===== config.mk =====
export PLATFORM = sky130hd
export DESIGN_NAME = axil_demux
export DESIGN_NICKNAME = d
export VERILOG_FILES = /design/src/rtl/axil_demux.sv
export SDC_FILE = /design/constraint.sdc
export NUM_CORES = 1
export LEC_CHECK = 0
export BUFFER_PORTS_ARGS = -buffer_cell sky130_fd_sc_hd__buf_2
export CAP_MARGIN = 40
export CELL_PAD_IN_SITES_DETAIL_PLACEMENT = 1
export CELL_PAD_IN_SITES_GLOBAL_PLACEMENT = 1
export CORE_AREA = 8 8 287 289
export CTS_CLUSTER_DIAMETER = 60
export CTS_CLUSTER_SIZE = 16
export DETAILED_ROUTE_END_ITERATION = 8
export DIE_AREA = 0 0 295 297
export PLACE_DENSITY = 0.45
export SLEW_MARGIN = 20
export SYNTH_ARGS = -nofsm -noshare
export SYNTH_HDL_FRONTEND = slang
export SYNTH_SLANG_ARGS = --single-unit
export TNS_END_PERCENT = 20

===== constraint.sdc =====
create_clock -name clk -period 17.2 [get_ports clk]
set_clock_uncertainty 0.2 [all_clocks]
set_input_delay 4.3 -clock clk [delete_from_list [all_inputs] [get_ports clk]]
set_output_delay 4.3 -clock clk [all_outputs]
set_load 0.05 [all_outputs]

===== src/rtl/axil_demux.sv =====
// axil_demux: 1-to-N AXI4-lite router with base/mask decode, local DECERR for unmapped addresses.
// Define AXIL_TIMEOUT_EN to answer SLVERR when a slave stays silent for TO_CYC cycles.
module axil_demux #(
    parameter int ADDR_W = 32,
    parameter int DATA_W = 32,
    parameter int N_SLV  = 4,
    parameter logic [N_SLV*ADDR_W-1:0] SLV_BASE = '0,
    parameter logic [N_SLV*ADDR_W-1:0] SLV_MASK = '0,
    parameter int TO_CYC = 256
) (
    input  logic                       clk,
    input  logic                       rst,
    input  logic                       s_awvalid_i,
    output logic                       s_awready_o,
    input  logic [ADDR_W-1:0]          s_awaddr_i,
    input  logic [2:0]                 s_awprot_i,
    input  logic                       s_wvalid_i,
    output logic                       s_wready_o,
    input  logic [DATA_W-1:0]          s_wdata_i,
    input  logic [DATA_W/8-1:0]        s_wstrb_i,
    output logic                       s_bvalid_o,
    input  logic                       s_bready_i,
    output logic [1:0]                 s_bresp_o,
    input  logic                       s_arvalid_i,
    output logic                       s_arready_o,
    input  logic [ADDR_W-1:0]          s_araddr_i,
    input  logic [2:0]                 s_arprot_i,
    output logic                       s_rvalid_o,
    input  logic                       s_rready_i,
    output logic [DATA_W-1:0]          s_rdata_o,
    output logic [1:0]                 s_rresp_o,
    output logic [N_SLV-1:0]           m_awvalid_o,
    input  logic [N_SLV-1:0]           m_awready_i,
    output logic [N_SLV*ADDR_W-1:0]    m_awaddr_o,
    output logic [N_SLV*3-1:0]         m_awprot_o,
    output logic [N_SLV-1:0]           m_wvalid_o,
    input  logic [N_SLV-1:0]           m_wready_i,
    output logic [N_SLV*DATA_W-1:0]    m_wdata_o,
    output logic [N_SLV*DATA_W/8-1:0]  m_wstrb_o,
    input  logic [N_SLV-1:0]           m_bvalid_i,
    output logic [N_SLV-1:0]           m_bready_o,
    input  logic [N_SLV*2-1:0]         m_bresp_i,
    output logic [N_SLV-1:0]           m_arvalid_o,
    input  logic [N_SLV-1:0]           m_arready_i,
    output logic [N_SLV*ADDR_W-1:0]    m_araddr_o,
    output logic [N_SLV*3-1:0]         m_arprot_o,
    input  logic [N_SLV-1:0]           m_rvalid_i,
    output logic [N_SLV-1:0]           m_rready_o,
    input  logic [N_SLV*DATA_W-1:0]    m_rdata_i,
    input  logic [N_SLV*2-1:0]         m_rresp_i
);
    localparam int SELW = N_SLV > 1 ? $clog2(N_SLV) : 1;
    localparam int SW   = DATA_W / 8;

    if (N_SLV < 1 || N_SLV > 16 || TO_CYC < 2 || (DATA_W != 32 && DATA_W != 64)) begin : g_bad_params
        $error("axil_demux: unsupported parameter set");
    end

    // Returns {hit, sel}; scanning downwards lets the lowest matching slot win.
    function automatic logic [SELW:0] decode(input logic [ADDR_W-1:0] a);
        decode = '0;
        for (int i = N_SLV - 1; i >= 0; i--)
            if ((a & SLV_MASK[i*ADDR_W +: ADDR_W]) == SLV_BASE[i*ADDR_W +: ADDR_W])
                decode = {1'b1, SELW'(i)};
    endfunction

    typedef enum logic [2:0] {W_IDLE, W_FWD, W_RESP, W_ERR, W_BACK} w_state_e;
    typedef enum logic [2:0] {R_IDLE, R_FWD, R_RESP, R_ERR, R_BACK} r_state_e;

    w_state_e            w_state_q, w_state_d;
    logic                aw_pend_q, aw_pend_d, w_pend_q, w_pend_d;
    logic [1:0]          bresp_q, bresp_d;
    logic [SELW-1:0]     w_sel_q;
    logic [ADDR_W-1:0]   aw_addr_q;
    logic [2:0]          aw_prot_q;
    logic [DATA_W-1:0]   w_data_q;
    logic [SW-1:0]       w_strb_q;
    logic [SELW:0]       w_dec;
    logic                w_acc, w_to;

    r_state_e            r_state_q, r_state_d;
    logic                ar_pend_q, ar_pend_d;
    logic [1:0]          rresp_q, rresp_d;
    logic [DATA_W-1:0]   rdata_q, rdata_d;
    logic [SELW-1:0]     r_sel_q;
    logic [ADDR_W-1:0]   ar_addr_q;
    logic [2:0]          ar_prot_q;
    logic [SELW:0]       r_dec;
    logic                r_acc, r_to;

    assign w_dec       = decode(s_awaddr_i);
    assign w_acc       = (w_state_q == W_IDLE) & s_awvalid_i & s_wvalid_i;
    assign s_awready_o = w_acc;
    assign s_wready_o  = w_acc;
    assign s_bvalid_o  = w_state_q == W_BACK;
    assign s_bresp_o   = s_bvalid_o ? bresp_q : 2'b00;

    assign r_dec       = decode(s_araddr_i);
    assign r_acc       = (r_state_q == R_IDLE) & s_arvalid_i;
    assign s_arready_o = r_acc;
    assign s_rvalid_o  = r_state_q == R_BACK;
    assign s_rresp_o   = s_rvalid_o ? rresp_q : 2'b00;
    assign s_rdata_o   = s_rvalid_o ? rdata_q : '0;

`ifdef AXIL_TIMEOUT_EN
    localparam int CW = $clog2(TO_CYC) + 1;
    logic [CW-1:0] w_cnt_q, r_cnt_q;
    logic          w_busy, r_busy;
    assign w_busy = w_state_q == W_FWD || w_state_q == W_RESP;
    assign r_busy = r_state_q == R_FWD || r_state_q == R_RESP;
    // The counter value reaching TO_CYC-1 coincides with the edge that moves to BACK.
    assign w_to   = w_busy && w_cnt_q == CW'(TO_CYC - 2);
    assign r_to   = r_busy && r_cnt_q == CW'(TO_CYC - 2);
    always_ff @(posedge clk or posedge rst) begin
        if (rst) begin
            w_cnt_q <= '0;
            r_cnt_q <= '0;
        end else begin
            w_cnt_q <= w_acc ? '0 : w_busy ? w_cnt_q + 1'b1 : w_cnt_q;
            r_cnt_q <= r_acc ? '0 : r_busy ? r_cnt_q + 1'b1 : r_cnt_q;
        end
    end
`else
    assign w_to = 1'b0;
    assign r_to = 1'b0;
`endif

    always_comb begin
        w_state_d   = w_state_q;
        aw_pend_d   = aw_pend_q;
        w_pend_d    = w_pend_q;
        bresp_d     = bresp_q;
        m_awvalid_o = '0;
        m_awaddr_o  = '0;
        m_awprot_o  = '0;
        m_wvalid_o  = '0;
        m_wdata_o   = '0;
        m_wstrb_o   = '0;
        m_bready_o  = '0;
        if (aw_pend_q) begin
            m_awvalid_o[w_sel_q]                 = 1'b1;
            m_awaddr_o[w_sel_q*ADDR_W +: ADDR_W] = aw_addr_q;
            m_awprot_o[w_sel_q*3 +: 3]           = aw_prot_q;
        end
        if (w_pend_q) begin
            m_wvalid_o[w_sel_q]                 = 1'b1;
            m_wdata_o[w_sel_q*DATA_W +: DATA_W] = w_data_q;
            m_wstrb_o[w_sel_q*SW +: SW]         = w_strb_q;
        end
        m_bready_o[w_sel_q] = w_state_q == W_RESP;
        case (w_state_q)
            W_IDLE: if (w_acc) begin
                w_state_d = w_dec[SELW] ? W_FWD : W_ERR;
                aw_pend_d = w_dec[SELW];
                w_pend_d  = w_dec[SELW];
            end
            W_FWD: begin
                aw_pend_d = aw_pend_q & ~m_awready_i[w_sel_q];
                w_pend_d  = w_pend_q & ~m_wready_i[w_sel_q];
                if (!aw_pend_d && !w_pend_d) w_state_d = W_RESP;
            end
            W_RESP: if (m_bvalid_i[w_sel_q]) begin
                bresp_d   = m_bresp_i[w_sel_q*2 +: 2];
                w_state_d = W_BACK;
            end
            W_ERR: begin
                bresp_d   = 2'b11;
                w_state_d = W_BACK;
            end
            default: if (s_bready_i) w_state_d = W_IDLE;
        endcase
        if (w_to) begin
            aw_pend_d = 1'b0;
            w_pend_d  = 1'b0;
            bresp_d   = 2'b10;
            w_state_d = W_BACK;
        end
    end

    always_comb begin
        r_state_d   = r_state_q;
        ar_pend_d   = ar_pend_q;
        rresp_d     = rresp_q;
        rdata_d     = rdata_q;
        m_arvalid_o = '0;
        m_araddr_o  = '0;
        m_arprot_o  = '0;
        m_rready_o  = '0;
        if (ar_pend_q) begin
            m_arvalid_o[r_sel_q]                 = 1'b1;
            m_araddr_o[r_sel_q*ADDR_W +: ADDR_W] = ar_addr_q;
            m_arprot_o[r_sel_q*3 +: 3]           = ar_prot_q;
        end
        m_rready_o[r_sel_q] = r_state_q == R_RESP;
        case (r_state_q)
            R_IDLE: if (r_acc) begin
                r_state_d = r_dec[SELW] ? R_FWD : R_ERR;
                ar_pend_d = r_dec[SELW];
            end
            R_FWD: if (m_arready_i[r_sel_q]) begin
                ar_pend_d = 1'b0;
                r_state_d = R_RESP;
            end
            R_RESP: if (m_rvalid_i[r_sel_q]) begin
                rresp_d   = m_rresp_i[r_sel_q*2 +: 2];
                rdata_d   = m_rdata_i[r_sel_q*DATA_W +: DATA_W];
                r_state_d = R_BACK;
            end
            R_ERR: begin
                rresp_d   = 2'b11;
                rdata_d   = '0;
                r_state_d = R_BACK;
            end
            default: if (s_rready_i) r_state_d = R_IDLE;
        endcase
        if (r_to) begin
            ar_pend_d = 1'b0;
            rresp_d   = 2'b10;
            rdata_d   = '0;
            r_state_d = R_BACK;
        end
    end

    always_ff @(posedge clk or posedge rst) begin
        if (rst) begin
            w_state_q <= W_IDLE;
            aw_pend_q <= 1'b0;
            w_pend_q  <= 1'b0;
            bresp_q   <= 2'b00;
            w_sel_q   <= '0;
            aw_addr_q <= '0;
            aw_prot_q <= '0;
            w_data_q  <= '0;
            w_strb_q  <= '0;
        end else begin
            w_state_q <= w_state_d;
            aw_pend_q <= aw_pend_d;
            w_pend_q  <= w_pend_d;
            bresp_q   <= bresp_d;
            if (w_acc) begin
                w_sel_q   <= w_dec[SELW-1:0];
                aw_addr_q <= s_awaddr_i;
                aw_prot_q <= s_awprot_i;
                w_data_q  <= s_wdata_i;
                w_strb_q  <= s_wstrb_i;
            end
        end
    end

    always_ff @(posedge clk or posedge rst) begin
        if (rst) begin
            r_state_q <= R_IDLE;
            ar_pend_q <= 1'b0;
            rresp_q   <= 2'b00;
            rdata_q   <= '0;
            r_sel_q   <= '0;
            ar_addr_q <= '0;
            ar_prot_q <= '0;
        end else begin
            r_state_q <= r_state_d;
            ar_pend_q <= ar_pend_d;
            rresp_q   <= rresp_d;
            rdata_q   <= rdata_d;
            if (r_acc) begin
                r_sel_q   <= r_dec[SELW-1:0];
                ar_addr_q <= s_araddr_i;
                ar_prot_q <= s_arprot_i;
            end
        end
    end
endmodule

==> metrics, run 1 <==
status completed; Yosys reg bits 151; reg-to-reg slack, setup 14720 ps; final WL approximately 33000 um; combinational share of power 0.588; pre-CTS setup slack 6670 ps; ys async rst share 1.00; CP Capture Type primary output; first drt pass iteration count 4; WP data arrival 5920 ps; Post-Layout Cell Count between 2000 and 2500; kind of critical path in2out; max_slew headroom 0.501; placed cell count roughly 2200; Psw 1.29 mW; height of the die ~300 um; top_reg_cell synth dfrtp_1; area grow syn2layout 21.3%; vias in the first global route roughly 7000; routed length per placed instance 14.8 um; Seq/Total Area, Yosys 0.397; Fin Setup TNS 0 ps; startpoint type of the worst setup path primary input; die area just under 90000 um^2; Inserted Clock Buffers 17; worst slew pin tran approximately 750 ps; Reg2Reg Depth 4; Final min period 10420 ps; Slew Limit Fails 0; fraction of layout cells with a size suffix above 1 0.397; # Post-CTS Setup Buffers 0; nets@finish 1429; Detail Placement HPWL 25500 um; total grt overflow 0; Distinct cells, synth 35; H-tree Lvls 4; Final Hold Viols 0; antenna viol nets, final 0; clk root buf clkbuf_16; post_cts resized 0; I/O pin cnt 762; Worst R2R Start w_state_q[0]; Worst EP required 12700 ps; GRT Total Usage 0.0726; Max Fclk 96.0 MHz; Hold WC Path Type reg2reg; # fillers 9321; hold path start ar_addr_q[11]; Max Buffers Root-to-Sink 2; Mapped Area about 9500 um^2; final setup violation count 0; final core occ 0.148; switch share 0.537; leakage 5.84 nW; Int Power between 1 and 1.5 mW; clk slew on worst S/H paths approximately 70 ps; Vias per Instance 2.75; worst flop-to-flop path endpoint aw_addr_q[30]; clock power share 0.156; Post-synth EDFFs 0; Initial Utilization 0.122; PwrDens 209 nW/um^2; Hold Path Sink ar_addr_q[11]; Core Area 78000 um^2; first-pass GRT wire length roughly 47000 um; Final Worst Setup Slack 6780 ps; RSZ-0062 raised after global routing false; WHS Path Cells 1; post-synthesis average cell area ~11 um^2; Cells after Synth 857; part of the power in registers 0.256; Final period util 0.606; cts hold-fix bufs 0; Worst Path Max Fanout 45; YS warnings 0; CTS tree done; VDD IR max 0.106 mV; initial antenna violation count 14; initial DRC count 114; Site Rows ~100; clock tree sinks ~150; drc violations 0; IO buf count between 300 and 400; largest net degree at the start of global routing 94; total number of vias 6089; max_cap viols 0; Die Wd 295 um; Worst-Skew Late Latency 470 ps; routability cong. 0.747
-- through the flow --
step | hold slack (ps) | power (mW) | instance area, um^2
floorplan | 265 | 1.80 | 10800
global placement | 280 | 2.04 | 10900
detailed placement | 285 | 2.06 | 11000
CTS | 305 | 2.47 | 11500
global route | 318 | 2.56 | 11500
finish | 299 | 2.41 | 11500
-- worst max-delay path by stage --
| stage | startpoint | to | slack [ps] |
|---|---|---|---|
| 2_1_floorplan | s_wvalid_i | s_wready_o | 7360 |
| 3_3_place_gp | s_wvalid_i | s_awready_o | 6690 |
| 3_5_place_dp | s_wvalid_i | s_wready_o | 6670 |
| 4_1_cts | s_wvalid_i | s_wready_o | 6660 |
| 5_1_grt | s_wvalid_i | s_wready_o | 6660 |
| 6_report | s_wvalid_i | s_wready_o | 6780 |
-- layout make-up --
cell class                 instances  area [um^2]  share of cell area
tap                             1050         1310               0.114
sequential                       151         3780               0.328
clock inverter                    14          119              0.0103
inverter                           9         48.8             0.00423
antenna                            2         5.00            0.000434
timing repair buffer             315         1660               0.144
multi-input combinational        658         4180               0.362
clock buffer                      18          429              0.0372
-- cell families (layout without fill, tap and decap cells) --
kind of cell	Yosys count	after routing	synth area share
buf+inv	380	356	0.297
simple gates	168	168	0.109
flops	151	151	0.397
mux	106	106	0.152
compound gates	51	51	0.0434
other cells	1	335	0.000394
-- synth_stat cells, types with 2 or more instances --
master	number	area [um^2]
dfrtp_1	151	3780
buf_12	7	140
nor2b_1	4	25.0
mux2_2	38	428
nor3_1	3	15.0
buf_4	337	2530
a21oi_1	3	15.0
and2_1	143	895
clkbuf_1	20	75.1
mux2_4	68	1020
inv_1	8	30.0
buf_2	6	30.0
o21bai_1	2	15.0
a22o_1	32	280
nand2_1	6	22.5
a21o_1	2	15.0
nand2b_1	2	12.5
nor2_1	3	11.3
o2bb2ai_1	2	17.5
o21ai_0	3	15.0
nor3b_1	3	22.5
-- power groups by stage --
stage                     combinational (mW)  sequential [mW]  clock (mW)
after global routing                    1.50            0.645       0.411
after floorplan                         1.22            0.577           0
after detailed placement                1.44            0.626           0
after CTS                               1.44            0.623       0.406
after global placement                  1.41            0.635           0
final                                   1.42            0.618       0.375
-- critical path, stage by stage --
cell and delay, ps:
buf_2 80, nand2_1 90, or4_4 480, inv_8 280, buf_16 330, buf_2 340
-- placed cells by master (no fill, tap or decap), types with 4 or more instances in the layout --
cell type / instances
a22o_1: 32
and2_1: 143
buf_2: 305
buf_4: 6
clkbuf_16: 17
clkinv_4: 4
clkinvlp_4: 4
conb_1: 333
dfrtp_1: 150
inv_1: 7
inv_8: 4
mux2_2: 38
mux2_4: 68
nand2_1: 6
nor2b_1: 4
-- sequential cells by signal (all words and copies together) (netlist names), 2 cells and up --
name,count
ar_prot_q,3
ar_addr_q,32
w_data_q,32
aw_prot_q,3
w_strb_q,4
aw_addr_q,32
r_state_q,3
bresp_q,2
w_state_q,3
rdata_q,32
rresp_q,2
-- layer usage --
layer / routed length, um / GRT usage / part of all wire / vias to the layer above
li1: - / - / - / 2702
met1: 12700 / 0.0796 / 0.39 / 2958
met3: 3130 / 0.0313 / 0.096 / 44
met4: 673 / 0.0290 / 0.021 / 14
met2: 16100 / 0.122 / 0.49 / 371
met5: 98 / 0 / 0.0030 / -
Note: power is estimated with default switching activity, not from simulation.
==> run 2, diff against run 1 <==
--- a/config.mk
+++ b/config.mk
@@ -5,16 +5,17 @@
 export SDC_FILE = /design/constraint.sdc
 export NUM_CORES = 1
 export LEC_CHECK = 0
+export ABC_AREA = 1
 export BUFFER_PORTS_ARGS = -buffer_cell sky130_fd_sc_hd__buf_2
 export CAP_MARGIN = 40
 export CELL_PAD_IN_SITES_DETAIL_PLACEMENT = 1
 export CELL_PAD_IN_SITES_GLOBAL_PLACEMENT = 1
-export CORE_AREA = 8 8 287 289
+export CORE_AREA = 8 8 289 291
 export CTS_CLUSTER_DIAMETER = 60
 export CTS_CLUSTER_SIZE = 16
 export DETAILED_ROUTE_END_ITERATION = 8
-export DIE_AREA = 0 0 295 297
-export PLACE_DENSITY = 0.45
+export DIE_AREA = 0 0 297 299
+export PLACE_DENSITY = 0.47
 export SLEW_MARGIN = 20
 export SYNTH_ARGS = -nofsm -noshare
 export SYNTH_HDL_FRONTEND = slang
==> constraint.sdc (replaced) <==
create_clock -name clk -period 10.7 [get_ports clk]
set_clock_uncertainty 0.2 [all_clocks]
set_input_delay 2.675 -clock clk [delete_from_list [all_inputs] [get_ports clk]]
set_output_delay 2.675 -clock clk [all_outputs]
set_load 0.05 [all_outputs]
==> run 2 against run 1 <==
  * Global-route usage rose by 0.47 points
  * Highest routed layer unchanged
  * Non-clock buffer count rose by 2
  * Synthesized cell count rose by 49%
  * Cell count rose by 19%
  * Register-to-register slack got worse by 7000 ps
  * Sequential power rose by 59%
==> metrics, run 2 <==
status completed (unchanged); Final Worst Setup Slack 3060 ps (was 6780 ps); total number of vias 7598 (was 6089); clock power share 0.192 (was 0.156); worst slew pin tran 722 ps (was 749 ps); Mapped Area 9420 um^2 (was 9510 um^2); ys async rst share 1.00 (unchanged); total grt overflow 0 (unchanged); Setup crit end s_awready_o (was s_wready_o); GRT Total Usage 0.0773 (was 0.0726); Post-synth EDFFs 0 (unchanged); critical path launch point s_wvalid_i (unchanged); Int Power 1.68 mW (was 1.11 mW); post_cts resized 0 (unchanged); placed cell count 2598 (was 2182); die area 88800 um^2 (was 87600 um^2); Hold WC Path Type reg2reg (unchanged); switch share 0.555 (was 0.537); first drt pass iteration count 4 (unchanged); max_slew headroom 0.519 (was 0.501); clk slew on worst S/H paths 60 ps (was 70 ps); Detail Placement HPWL 28300 um (was 25500 um); combinational share of power 0.548 (was 0.588); Psw 2.09 mW (was 1.29 mW); top_reg_cell synth dfrtp_1 (unchanged); Site Rows 103 (unchanged); pre-CTS setup slack 2970 ps (was 6670 ps); top-area cell type share of the netlist area 0.401 (was 0.397); routed length per placed instance 13.4 um (was 14.8 um); YS warnings 0 (unchanged); Inserted Clock Buffers 17 (unchanged); final setup violation count 0 (unchanged); Compound-Gate Fraction of Synth Area 0.0240 (was 0.0434); startpoint type of the worst setup path primary input (unchanged); Yosys reg bits 151 (unchanged); Worst Path Max Fanout 50 (was 45); post-synthesis average cell area 7.37 um^2 (was 11.1 um^2); routability cong. 0.767 (was 0.747); CTS tree done (unchanged); clock tree sinks 151 (unchanged); Fin Setup TNS 0 ps (unchanged); Die Wd 297 um (was 295 um); cts hold-fix bufs 0 (unchanged); Final period util 0.714; max_cap viols 0 (unchanged); area grow syn2layout 22.9% (was 21.3%); cell taking the most area after synthesis dfrtp_1 (unchanged); Seq/Total Area, Yosys 0.401 (was 0.397); RSZ-0062 raised after global routing false (unchanged); # Post-CTS Setup Buffers 0 (unchanged); largest net degree at the start of global routing 56 (was 94); height of the die 299 um (was 297 um); multiplexer share of the synthesized area 0 (was 0.152); Worst EP required 7830 ps (was 12700 ps); fraction of layout cells with a size suffix above 1 0.224 (was 0.397); Vias per Instance 2.89 (was 2.75); I/O pin cnt 762 (unchanged); worst flop-to-flop path endpoint aw_addr_q[6] (was aw_addr_q[30]); WP data arrival 4760 ps (was 5920 ps); kind of critical path in2out (unchanged); IO buf count 305 (unchanged); top cells by area, synth dfrtp_1 40%, buf_4 28%, nand2_1 19% (was dfrtp_1 40%, buf_4 27%, mux2_4 11%); Final Hold Viols 0 (unchanged); antenna viol nets, final 0 (unchanged); Post-Layout Cell Count 2633 (was 2217); most frequent cells in the layout 480 x nand2_1, 333 x conb_1, 305 x buf_2, 158 x inv_1, 150 x dfrtp_1 (was 333 x conb_1, 305 x buf_2, 150 x dfrtp_1, 143 x and2_1, 68 x mux2_4); final core occ 0.147 (was 0.148); Synth Area in Simple Gates 0.218 (was 0.109); # fillers 9792 (was 9321); most numerous cell in the Yosys netlist nand2_1 (was buf_4); Initial Utilization 0.120 (was 0.122); Slew Limit Fails 0 (unchanged); Core Area 78600 um^2 (was 78000 um^2); H-tree Lvls 4 (unchanged); Worst-Skew Late Latency 450 ps (was 470 ps); drc violations 0 (unchanged); post-synthesis xor/xnor area fraction 0 (unchanged); Max Fclk 131 MHz; Reg2Reg Depth 7 (was 4); adder-cell share of the synthesized area 0 (unchanged); clk root buf clkbuf_16 (unchanged); Cells after Synth 1279 (was 857); CP Capture Type primary output (unchanged); Max Buffers Root-to-Sink 2 (unchanged); register area 3780 um^2 (unchanged); Distinct cells, synth 21 (was 35); first-pass GRT wire length 54100 um (was 47400 um); PwrDens 326 nW/um^2 (was 209 nW/um^2); commonest non-fill, non-tap cell in the layout nand2_1 (was conb_1); vias in the first global route 8652 (was 7057); leakage 7.12 nW (was 5.84 nW); top post-synthesis cells by count 480 x nand2_1, 347 x buf_4, 159 x inv_1 (was 337 x buf_4, 151 x dfrtp_1, 143 x and2_1); reg-to-reg slack, setup 7770 ps (was 14720 ps); initial DRC count 201 (was 114); initial antenna violation count 11 (was 14); part of the power in registers 0.261 (was 0.256); VDD IR max 0.135 mV (was 0.106 mV); largest family of logic cells by synthesized area buffers and inverters (unchanged); Worst R2R Start w_state_q[0] (unchanged); footprint of the multi-input gates 3530 um^2 (was 4180 um^2); nets@finish 1844 (was 1429); Total Power 3.77 mW (was 2.41 mW); final WL 35300 um (was 32700 um); Final min period 7640 ps
[run 2: cell types whose count changed after synthesis, sizes merged, moves of 32 or more]
cell / previous run / this run
nor2: 3 / 49
nand2: 6 / 480
and2: 143 / 0
inv: 9 / 162
a22o: 32 / 0
o21ai: 4 / 41
mux2: 106 / 0
[run 2: kinds of logic after synthesis]
| family | count (synthesis) |
|---|---|
| compound gates | 45 |
| buf+inv | 543 |
| flops | 151 |
| other cells | 1 |
| simple gates | 539 |
[run 2: through the flow]
stage	area [um^2]	hold WS, ps
after floorplan	10700	249
after global placement	10800	264
after detailed placement	10900	265
after CTS	11600	284
after global routing	11600	300
final	11600	279
[run 2: worst min-delay path by stage]
| stage | from | end | cells past startpoint |
|---|---|---|---|
| 2_1_floorplan | ar_addr_q[10] | ar_addr_q[10] | 2 |
| 3_3_place_gp | ar_addr_q[4] | ar_addr_q[4] | 2 |
| 3_5_place_dp | aw_addr_q[0] | aw_addr_q[0] | 2 |
| 4_1_cts | aw_addr_q[0] | aw_addr_q[0] | 2 |
| 5_1_grt | w_data_q[22] | w_data_q[22] | 2 |
| 6_report | aw_addr_q[27] | aw_addr_q[27] | 2 |
[run 2: layer usage]
| layer | GRT usage | routed length [um] | vias up | share of wire |
|---|---|---|---|---|
| met2 | 0.128 | 16600 | 387 | 0.47 |
| met5 | 0 | 59 | - | 0.0017 |
| met3 | 0.0433 | 3860 | 33 | 0.11 |
| li1 | - | - | 3623 | - |
| met1 | 0.0851 | 14400 | 3545 | 0.41 |
| met4 | 0.0204 | 427 | 10 | 0.012 |
[run 2: final cells by class]
cell class                      instances  area share
Sequential cell                       151       0.326
Multi-Input combinational cell        917       0.305
Timing Repair Buffer                  317       0.143
Tap cell                             1050       0.113
Inverter                              163      0.0533
Clock buffer                           19      0.0383
Clock inverter                         11      0.0192
Antenna cell                            5     0.00108
[run 2: worst max-delay path, stage by stage]
cell and delay, ps:
buf_2 110, nand4_4 400, inv_2 290, buf_4 310, buf_4 530, buf_2 380
[run 2: power groups by stage]
| stage | combinational, mW | clock [mW] | sequential [mW] |
|---|---|---|---|
| detailed placement | 2.10 | 0 | 0.996 |
| global route | 2.25 | 0.773 | 1.02 |
| global placement | 2.07 | 0 | 0.985 |
| finish | 2.06 | 0.723 | 0.983 |
| floorplan | 1.72 | 0 | 0.944 |
| CTS | 2.10 | 0.759 | 0.989 |
==> run 3, diff against run 2 <==
==> constraint.sdc (replaced) <==
create_clock -name clk -period 7.04 [get_ports clk]
set_clock_uncertainty 0.2 [all_clocks]
set_input_delay 1.76 -clock clk [delete_from_list [all_inputs] [get_ports clk]]
set_output_delay 1.76 -clock clk [all_outputs]
set_load 0.05 [all_outputs]
==> run 3 against run 2 <==
  * Setup slack worse by 890 ps
  * Critical path depth is 2 lower
  * Sequential share of layout area is essentially flat
  * Register-to-register slack got worse by 3200 ps
  * Die area stayed put
  * Combinational power rose by 52%
==> metrics, run 3 (synthesis results as in run 2) <==
Inserted Clock Buffers 17 (unchanged); area grow syn2layout 22.7% (was 22.9%); Final period util 0.692; Initial Utilization 0.120 (unchanged); Final min period ~4900 ps; IO buf count 305 (unchanged); Vias per Instance 2.87 (was 2.89); status completed (unchanged); height of the die 299 um (unchanged); VDD IR max 0.198 mV (was 0.135 mV); kind of critical path in2out (unchanged); WHS Path Cells 2 (unchanged); total grt overflow 0 (unchanged); placed cell count 2597 (was 2598); vias in the first global route 8668 (was 8652); # fillers 9809 (was 9792); antenna viol nets, final 0 (unchanged); fraction of layout cells with a size suffix above 1 0.225 (was 0.224); Psw 3.17 mW (was 2.09 mW); commonest non-fill, non-tap cell in the layout nand2_1 (unchanged); Post-Layout Cell Count 2634 (was 2633); first-pass GRT wire length 53600 um (was 54100 um); nets@finish 1844 (unchanged); max_slew headroom 0.536 (was 0.519); worst flop-to-flop path endpoint aw_addr_q[7] (was aw_addr_q[6]); Reg2Reg Depth 6 (was 7); die area 88800 um^2 (unchanged); Worst R2R Start w_state_q[0] (unchanged); PwrDens 491 nW/um^2 (was 326 nW/um^2); Die Wd 297 um (unchanged); Worst EP required 5080 ps (was 7830 ps); post_cts resized 0 (unchanged); switch share 0.558 (was 0.555); I/O pin cnt 762 (unchanged); combinational share of power 0.551 (was 0.548); Detail Placement HPWL 27900 um (was 28300 um); part of the power in registers 0.263 (was 0.261); Int Power 2.51 mW (was 1.68 mW); Site Rows 103 (unchanged); Max Fclk 205 MHz; hold path start w_data_q[29] (was aw_addr_q[27]); RSZ-0062 raised after global routing false (unchanged); # Post-CTS Setup Buffers 0 (unchanged); routability cong. 0.769 (was 0.767); Worst Path Max Fanout 30 (was 50); clk root buf clkbuf_16 (unchanged); cts hold-fix bufs 0 (unchanged); drc violations 0 (unchanged); WP data arrival 2910 ps (was 4760 ps); clock tree sinks 151 (unchanged); Fin Setup TNS 0 ps (unchanged); first drt pass iteration count 5 (was 4); initial DRC count 219 (was 201); Hold Path Sink w_data_q[29] (was aw_addr_q[27]); GRT Total Usage 0.0770 (was 0.0773); final setup violation count 0 (unchanged); max_cap viols 0 (unchanged); startpoint type of the worst setup path primary input (unchanged); Slew Limit Fails 0 (unchanged); Hold WC Path Type reg2reg (unchanged); CTS tree done (unchanged); clk slew on worst S/H paths 60 ps (about the same); Final Hold Viols 0 (unchanged); largest net degree at the start of global routing 72 (was 56); CP Capture Type primary output (unchanged); final WL 34900 um (was 35300 um); reg-to-reg slack, setup 4550 ps (was 7770 ps); Core Area 78600 um^2 (unchanged); worst slew pin tran 695 ps (was 722 ps); leakage 7.11 nW (was 7.12 nW); Max Buffers Root-to-Sink 2 (unchanged); initial antenna violation count 11 (unchanged); total number of vias 7561 (was 7598); H-tree Lvls 4 (unchanged); most frequent cells in the layout 480 x nand2_1, 333 x conb_1, 305 x buf_2, 158 x inv_1, 150 x dfrtp_1 (unchanged); routed length per placed instance 13.3 um (was 13.4 um); Worst-Skew Late Latency 460 ps (was 450 ps); clock power share 0.186 (was 0.192)
[run 3: routing by layer]
metal,vias to the layer above,global-route usage,share of wire
met5,-,0,0.0025
met4,14,0.0197,0.010
met3,31,0.0430,0.11
met2,379,0.128,0.48
met1,3512,0.0847,0.40
li1,3625,-,-
[run 3: power by group through the flow]
stage | Combinational, mW | Sequential (mW) | Clock, mW
after CTS | 3.18 | 1.50 | 1.12
final | 3.13 | 1.50 | 1.06
after floorplan | 2.61 | 1.43 | 0
after detailed placement | 3.18 | 1.51 | 0
after global placement | 3.15 | 1.50 | 0
after global routing | 3.41 | 1.56 | 1.14
[run 3: worst max-delay path by stage]
| stage | start | to | slack [ps] | depth (start not counted) |
|---|---|---|---|---|
| 2_1_floorplan | rst | ar_addr_q[0] | 1020 | 1 |
| 3_3_place_gp | s_wvalid_i | s_awready_o | 2110 | 4 |
| 3_5_place_dp | s_wvalid_i | s_wready_o | 2100 | 4 |
| 4_1_cts | s_wvalid_i | s_wready_o | 2100 | 4 |
| 5_1_grt | s_wvalid_i | s_wready_o | 2030 | 4 |
| 6_report | s_wvalid_i | s_awready_o | 2170 | 4 |
[run 3: through the flow]
stage / util / hold slack, ps / cell area (um^2) / power (mW) / setup WS, ps
floorplan: - / 249 / 10700 / 4.05 / 1020
global placement: 0.138 / 263 / 10800 / 4.65 / 2110
detailed placement: 0.138 / 266 / 10900 / 4.69 / 2100
CTS: 0.147 / 285 / 11500 / 5.80 / 2100
global route: 0.147 / 299 / 11600 / 6.11 / 2030
finish: 0.147 / 278 / 11600 / 5.68 / 2170
[run 3: critical path, cell delays in order]
cell	delay (ps)
buf_2	120
nand4_4	110
inv_2	530
buf_2	390
[run 3: area by class of cell]
cell class,count,area [um^2],share of cell area
well taps,1050,1310,0.114
clock buffers,22,484,0.0419
repair buffers,317,1660,0.143
inverters,163,617,0.0534
multi-input cells,917,3530,0.306
flip-flops and latches,151,3780,0.327
diodes,4,10.0,0.000866
clock inverters,10,166,0.0144
